File: src/rtl/micro_sequencer_if.sv
// Decoded-instruction handshake between the instruction decoder and the micro-sequencer.
// valid/ready: a transfer happens on the rising edge where instr_valid & instr_ready; the sender holds opcode/address stable while valid is high.
interface micro_sequencer_if #(
    parameter int OPCODE_W = 6,
    parameter int DADDR_W  = 11
);
    logic                instr_valid;
    logic                instr_ready;
    logic [OPCODE_W-1:0] instr_opcode;
    logic [DADDR_W-1:0]  instr_address;

    modport master (
        output instr_valid,
        output instr_opcode,
        output instr_address,
        input  instr_ready
    );

    modport slave (
        input  instr_valid,
        input  instr_opcode,
        input  instr_address,
        output instr_ready
    );
endinterface

File: src/rtl/micro_sequencer.sv
// Micro-PC sequencer: dispatches opcodes to microroutine start addresses and steps the
// micro-PC feeding an asynchronous microinstruction ROM; busy exposes the FSM state.
module micro_sequencer #(
    parameter int UPC_W    = 8,
    parameter int OPCODE_W = 6,
    parameter int DADDR_W  = 11
) (
    input  logic               clock,
    input  logic               reset,
    micro_sequencer_if.slave   instr,
    input  logic [1:0]         mseq_ctrl,
    input  logic [UPC_W-1:0]   jump_target,
    input  logic               zero_flag,
    input  logic               stall,
    output logic [UPC_W-1:0]   rom_address,
    output logic [DADDR_W-1:0] data_address_out,
    output logic               busy,
    output logic               seq_error
);

    typedef enum logic {
        IDLE = 1'b0,
        RUN  = 1'b1
    } state_t;

    localparam logic [1:0] CTRL_NEXT = 2'b00;
    localparam logic [1:0] CTRL_END  = 2'b01;
    localparam logic [1:0] CTRL_JUMP = 2'b10;
    localparam logic [1:0] CTRL_JZ   = 2'b11;

    state_t             state;
    logic [UPC_W-1:0]   dispatch_addr;
    logic [UPC_W-1:0]   incr_addr;
    logic               at_top;

    // Opcode occupies the upper bits of the micro-PC; each routine gets a fixed-size slot.
    assign dispatch_addr = UPC_W'(instr.instr_opcode) << (UPC_W - OPCODE_W);
    assign incr_addr     = rom_address + 1'b1;
    assign at_top        = &rom_address;

    assign busy              = (state == RUN);
    assign instr.instr_ready = (state == IDLE) ||
                               ((state == RUN) && (mseq_ctrl == CTRL_END) && !stall);

    always_ff @(posedge clock or posedge reset) begin
        if (reset) begin
            state            <= IDLE;
            rom_address      <= '0;
            data_address_out <= '0;
            seq_error        <= 1'b0;
        end else begin
            case (state)
                IDLE: begin
                    if (instr.instr_valid) begin
                        rom_address      <= dispatch_addr;
                        data_address_out <= instr.instr_address;
                        state            <= RUN;
                    end else begin
                        rom_address <= '0;
                    end
                end
                RUN: begin
                    if (!stall) begin
                        case (mseq_ctrl)
                            CTRL_END: begin
                                if (instr.instr_valid) begin
                                    rom_address      <= dispatch_addr;
                                    data_address_out <= instr.instr_address;
                                end else begin
                                    rom_address <= '0;
                                    state       <= IDLE;
                                end
                            end
                            CTRL_JUMP: rom_address <= jump_target;
                            CTRL_JZ: begin
                                if (zero_flag) begin
                                    rom_address <= jump_target;
                                end else if (at_top) begin
                                    seq_error   <= 1'b1;
                                    rom_address <= '0;
                                    state       <= IDLE;
                                end else begin
                                    rom_address <= incr_addr;
                                end
                            end
                            default: begin
                                // Falling off the end of the ROM is a microcode bug: park on the NOP word.
                                if (at_top) begin
                                    seq_error   <= 1'b1;
                                    rom_address <= '0;
                                    state       <= IDLE;
                                end else begin
                                    rom_address <= incr_addr;
                                end
                            end
                        endcase
                    end
                end
                default: begin
                    state       <= IDLE;
                    rom_address <= '0;
                end
            endcase
        end
    end

endmodule

File: src/flat_wrapper.sv
// flat-port wrapper written by rule: the top's interface ports become plain ports
module micro_sequencer_flat 
#(
    parameter int UPC_W    = 8,
    parameter int OPCODE_W = 6,
    parameter int DADDR_W  = 11
)
  (clock, reset, mseq_ctrl, jump_target, zero_flag, stall, rom_address, data_address_out, busy, seq_error, instr_instr_valid, instr_instr_opcode, instr_instr_address, instr_instr_ready);
  micro_sequencer_if #(.OPCODE_W(OPCODE_W), .DADDR_W(DADDR_W)) instr_i ();
  input  logic clock;
  input  logic reset;
  input  logic [1:0] mseq_ctrl;
  input  logic [UPC_W-1:0] jump_target;
  input  logic zero_flag;
  input  logic stall;
  output logic [UPC_W-1:0] rom_address;
  output logic [DADDR_W-1:0] data_address_out;
  output logic busy;
  output logic seq_error;
  input wire logic [$bits(instr_i.instr_valid)-1:0] instr_instr_valid;
  input wire logic [$bits(instr_i.instr_opcode)-1:0] instr_instr_opcode;
  input wire logic [$bits(instr_i.instr_address)-1:0] instr_instr_address;
  output wire logic [$bits(instr_i.instr_ready)-1:0] instr_instr_ready;
  assign instr_i.instr_valid = instr_instr_valid;
  assign instr_i.instr_opcode = instr_instr_opcode;
  assign instr_i.instr_address = instr_instr_address;
  assign instr_instr_ready = instr_i.instr_ready;
  micro_sequencer #(.UPC_W(UPC_W), .OPCODE_W(OPCODE_W), .DADDR_W(DADDR_W)) u_core (.clock(clock), .reset(reset), .instr(instr_i), .mseq_ctrl(mseq_ctrl), .jump_target(jump_target), .zero_flag(zero_flag), .stall(stall), .rom_address(rom_address), .data_address_out(data_address_out), .busy(busy), .seq_error(seq_error));
endmodule
File: config.mk
export PLATFORM = sky130hd
export DESIGN_NAME = micro_sequencer_flat
export DESIGN_NICKNAME = d
export VERILOG_FILES = /design/src/rtl/micro_sequencer_if.sv /design/src/rtl/micro_sequencer.sv /design/src/flat_wrapper.sv
export SDC_FILE = /design/constraint.sdc
export NUM_CORES = 1
export LEC_CHECK = 0
export CAP_MARGIN = 20
export CORE_AREA = 8 8 64 66
export DETAILED_ROUTE_END_ITERATION = 7
export DIE_AREA = 0 0 72 74
export PLACE_DENSITY = 0.77
export SETUP_SLACK_MARGIN = 0.15
export SLEW_MARGIN = 20
export SYNTH_ARGS = -nofsm -noshare
export SYNTH_HDL_FRONTEND = slang
export SYNTH_SLANG_ARGS = --single-unit
File: constraint.sdc
create_clock -name clock -period 2.2 [get_ports clock]
set_clock_uncertainty 0.15 [all_clocks]
set_input_delay 0.44 -clock clock [delete_from_list [all_inputs] [get_ports clock]]
set_output_delay 0.44 -clock clock [all_outputs]
set_load 0.005 [all_outputs]
==> impl_results.md, run 1 <==
- CTS Buf Count: 3
- Leak pwr: 0.848 nW
- Worst-path maximum fanout: 6
- Area leader, netlist: dfrtp_1
- Arrival time worst endpoint: 1.38 ns
- Clock network power share: 0.142
- Critical Path Source Type: flip-flop
- Clock-pin transition on the worst setup and hold timing paths: 0.13 ns
- Hold_buf cts: 0
- Layout fillers: 285
- Vias: 1270
- Total GRT Usage: 0.150
- Cell Pwr Density: 678 nW/um2
- Comb pwr share: 0.430
- WP data required: 1.61 ns
- Chip height: 74 um
- CTS tree: yes
- Final wirelength: 3980 um
- Synth area leaders: dfrtp_1, mux2_2, a21oi_1
- Fin Setup TNS: 0 ns
- Port Buffers: 53
- Net Sw Power: 0.423 mW
- Clk Latency, worst-skew pair: 0.31 ns
- Dpl cells: 230
- Synthesized instance count: 120
- Horiz. Die Dim: 72 um
- # DRC: 0
- Area grow syn2layout: 60.3%
- Final min period: 1.97 ns
- Vias in the first global route: 1355
- Slowest CP cell: clkdlybuf4s50_1
- Yosys top cell area share: 0.425
- Main synth FF type: dfrtp_1
- Status: finished, final reports clean
- Max Cap Viol: 0
- First-pass GRT wire length: 6260 um
- CP delay by family, top: buffers and inverters
- Switch share: 0.315
- Clock Sinks: 21
- Initial DRT Pass Iterations: 4
- Largest net degree at the start of global routing: 22
- Most common library cells after synthesis: dfrtp_1, a21oi_1, mux2_2
- Sequential-to-total area share from yosys stat: 0.425
- Synth cell types: 34
- H-tree levels: 1
- Rel. slew slack: 0.806
- Syn nets: 157
- Core Util, Final: 0.623
- # rows: 21
- Core Footprint: 3180 um2
- 1st-iter DRT viols: 56
- Via density: 5.40
- CTS Buffer Depth: 2
- Worst VDD drop: 368 uV
- Fmax: 508 MHz
- Critical Path Sink Type: primary output
- Design area: 1980 um2
- Async SR Flop Fraction: 1.00
- Worst Tran Pin Value: 0.291 ns
- Initial antenna violation count: 0
- Final Hold Vio Count: 0
- Crit-path max cell delay: 0.56 ns
- WL per Instance: 16.9 um
- Period utilization: 0.894
- # diodes: 0
- Most common cell in the netlist: dfrtp_1
- Starting density of the core: 0.389
- Die area: 5330 um2
- Worst hold path class: input pin to asynchronous set/reset pin
- Placed instance area: 1920 um2
- Non-Filler Instances: 235
- Unrepaired setup endpoints after global routing: no
- Slew Limit Fails: 0
- Final-stage net count: 227
- Post-DP HPWL: 3080 um
- GP Congestion: 0.910
- Syn_area_per_cell: 10.3 um2
- CP Cell Sequence: clkdlybuf4s50_1
- Pint: 0.920 mW
- Share of power burned in registers: 0.427
- # IOs: 54
- Clock Tree Root: clkbuf_4
- Yosys reg bits: 21
- Post-synth EDFFs: 0
- Mapped cell area: 1240 um2
- DRT antenna net count: 0
- Final setup viols: 0
- Setup CP Type: flip-flop to primary output
- Worst path bufs/invs: 1
- YS warnings: 0
- Share of cells above drive strength 1: 0.270
- GRT overflow: 0
[power groups by stage]
stage	clock, mW	combinational (mW)	sequential [mW]
CTS	0.196	0.581	0.574
finish	0.191	0.578	0.574
global route	0.214	0.622	0.590
detailed placement	0	0.566	0.582
floorplan	0	0.224	0.570
global placement	0	0.553	0.574
[per-layer routing]
layer  share of wire  routed length, um  global-route usage
met1            0.38               1520               0.164
met2            0.53               2120               0.267
met3           0.052                207              0.0296
met4           0.032                129              0.0839
met5               0                  0                   0
[cells by family after synthesis]
family,synth area share
adder cells (fa/ha/maj),0.0506
XOR/XNOR,0.0213
multiplexers,0.100
AO/OA/AOI/OAI,0.231
AND/OR/NAND/NOR,0.126
buffers and inverters,0.0466
flip-flops,0.425
[path summary, 6_finish.rpt]
check | endpoint | depth (start not counted) | slack [ns] | start
max | rom_address[2] | 1 | 0.23 | u_core.rom_address[2]
min | u_core.rom_address[6] | 3 | 0.29 | reset
max reg2reg | u_core.rom_address[3] | 5 | 0.32 | u_core.rom_address[0]
min reg2reg | u_core.seq_error | 1 | 0.34 | u_core.seq_error
max in group asynchronous | u_core.busy | 3 | 1.37 | reset
min in group clock | u_core.seq_error | 1 | 0.34 | u_core.seq_error
[registers in the layout, indices dropped and copies added (netlist names)]
name,flops
u_core.rom_address,8
u_core.seq_error,1
u_core.data_address_out,11
u_core.busy,1
[through the flow]
stage	setup slack (ns)	hold slack (ns)	total power [mW]
2_1_floorplan	0.291	0.267	0.795
3_3_place_gp	-0.313	0.312	1.13
3_5_place_dp	-0.340	0.318	1.15
4_1_cts	0.165	0.299	1.35
5_1_grt	0.172	0.324	1.43
6_report	0.233	0.292	1.34
[what timing repair did]
item	CTS	global route
setup endpoints to repair	6	7
setup buffers	1	0
endpoints found under the hold margin	0	0
pin swaps	2	2
gates resized for setup	14	2
[layout by cell type (no fill, tap or decap), types with 2 or more instances in the layout]
cell             instances
ha_2                     2
a21oi_1                 14
inv_1                    7
dfrtp_1                 20
buf_4                   15
nand3_1                  2
a31o_2                   6
mux2_2                  11
a221oi_2                 2
clkbuf_4                 3
or3_1                    4
a31oi_1                  3
xor2_1                   2
a221oi_1                 3
o21a_1                   2
nor2_1                   5
clkdlybuf4s50_1         50
ha_1                     3
nand2_1                  4
o21ai_0                  6
[worst min-delay path, cell delays in order]
cell             delay, ns
clkdlybuf4s50_1       0.39
inv_1                 0.05
buf_4                 0.27
[final cells by class]
class,count,area (um2),area share
Multi-Input combinational cell,87,681,0.343
Timing Repair Buffer,69,659,0.333
Sequential cell,21,527,0.266
Tap cell,46,57.6,0.0290
Inverter,8,30.0,0.0152
Clock buffer,3,22.5,0.0114
Clock inverter,1,5.00,0.00253
(Power assumes the default switching activity.)
==> inputs of run 2 (changes only) <==
Settings changed: CAP_MARGIN 20 to default.
==> results of run 2 <==
The final DEF is identical to that of run 1; final timing and power are the same.
==> inputs of run 3 (changes only) <==
Settings changed: CAP_MARGIN from default to 15.
==> results of run 3 <==
The final DEF is identical to that of run 1; final timing and power are the same.
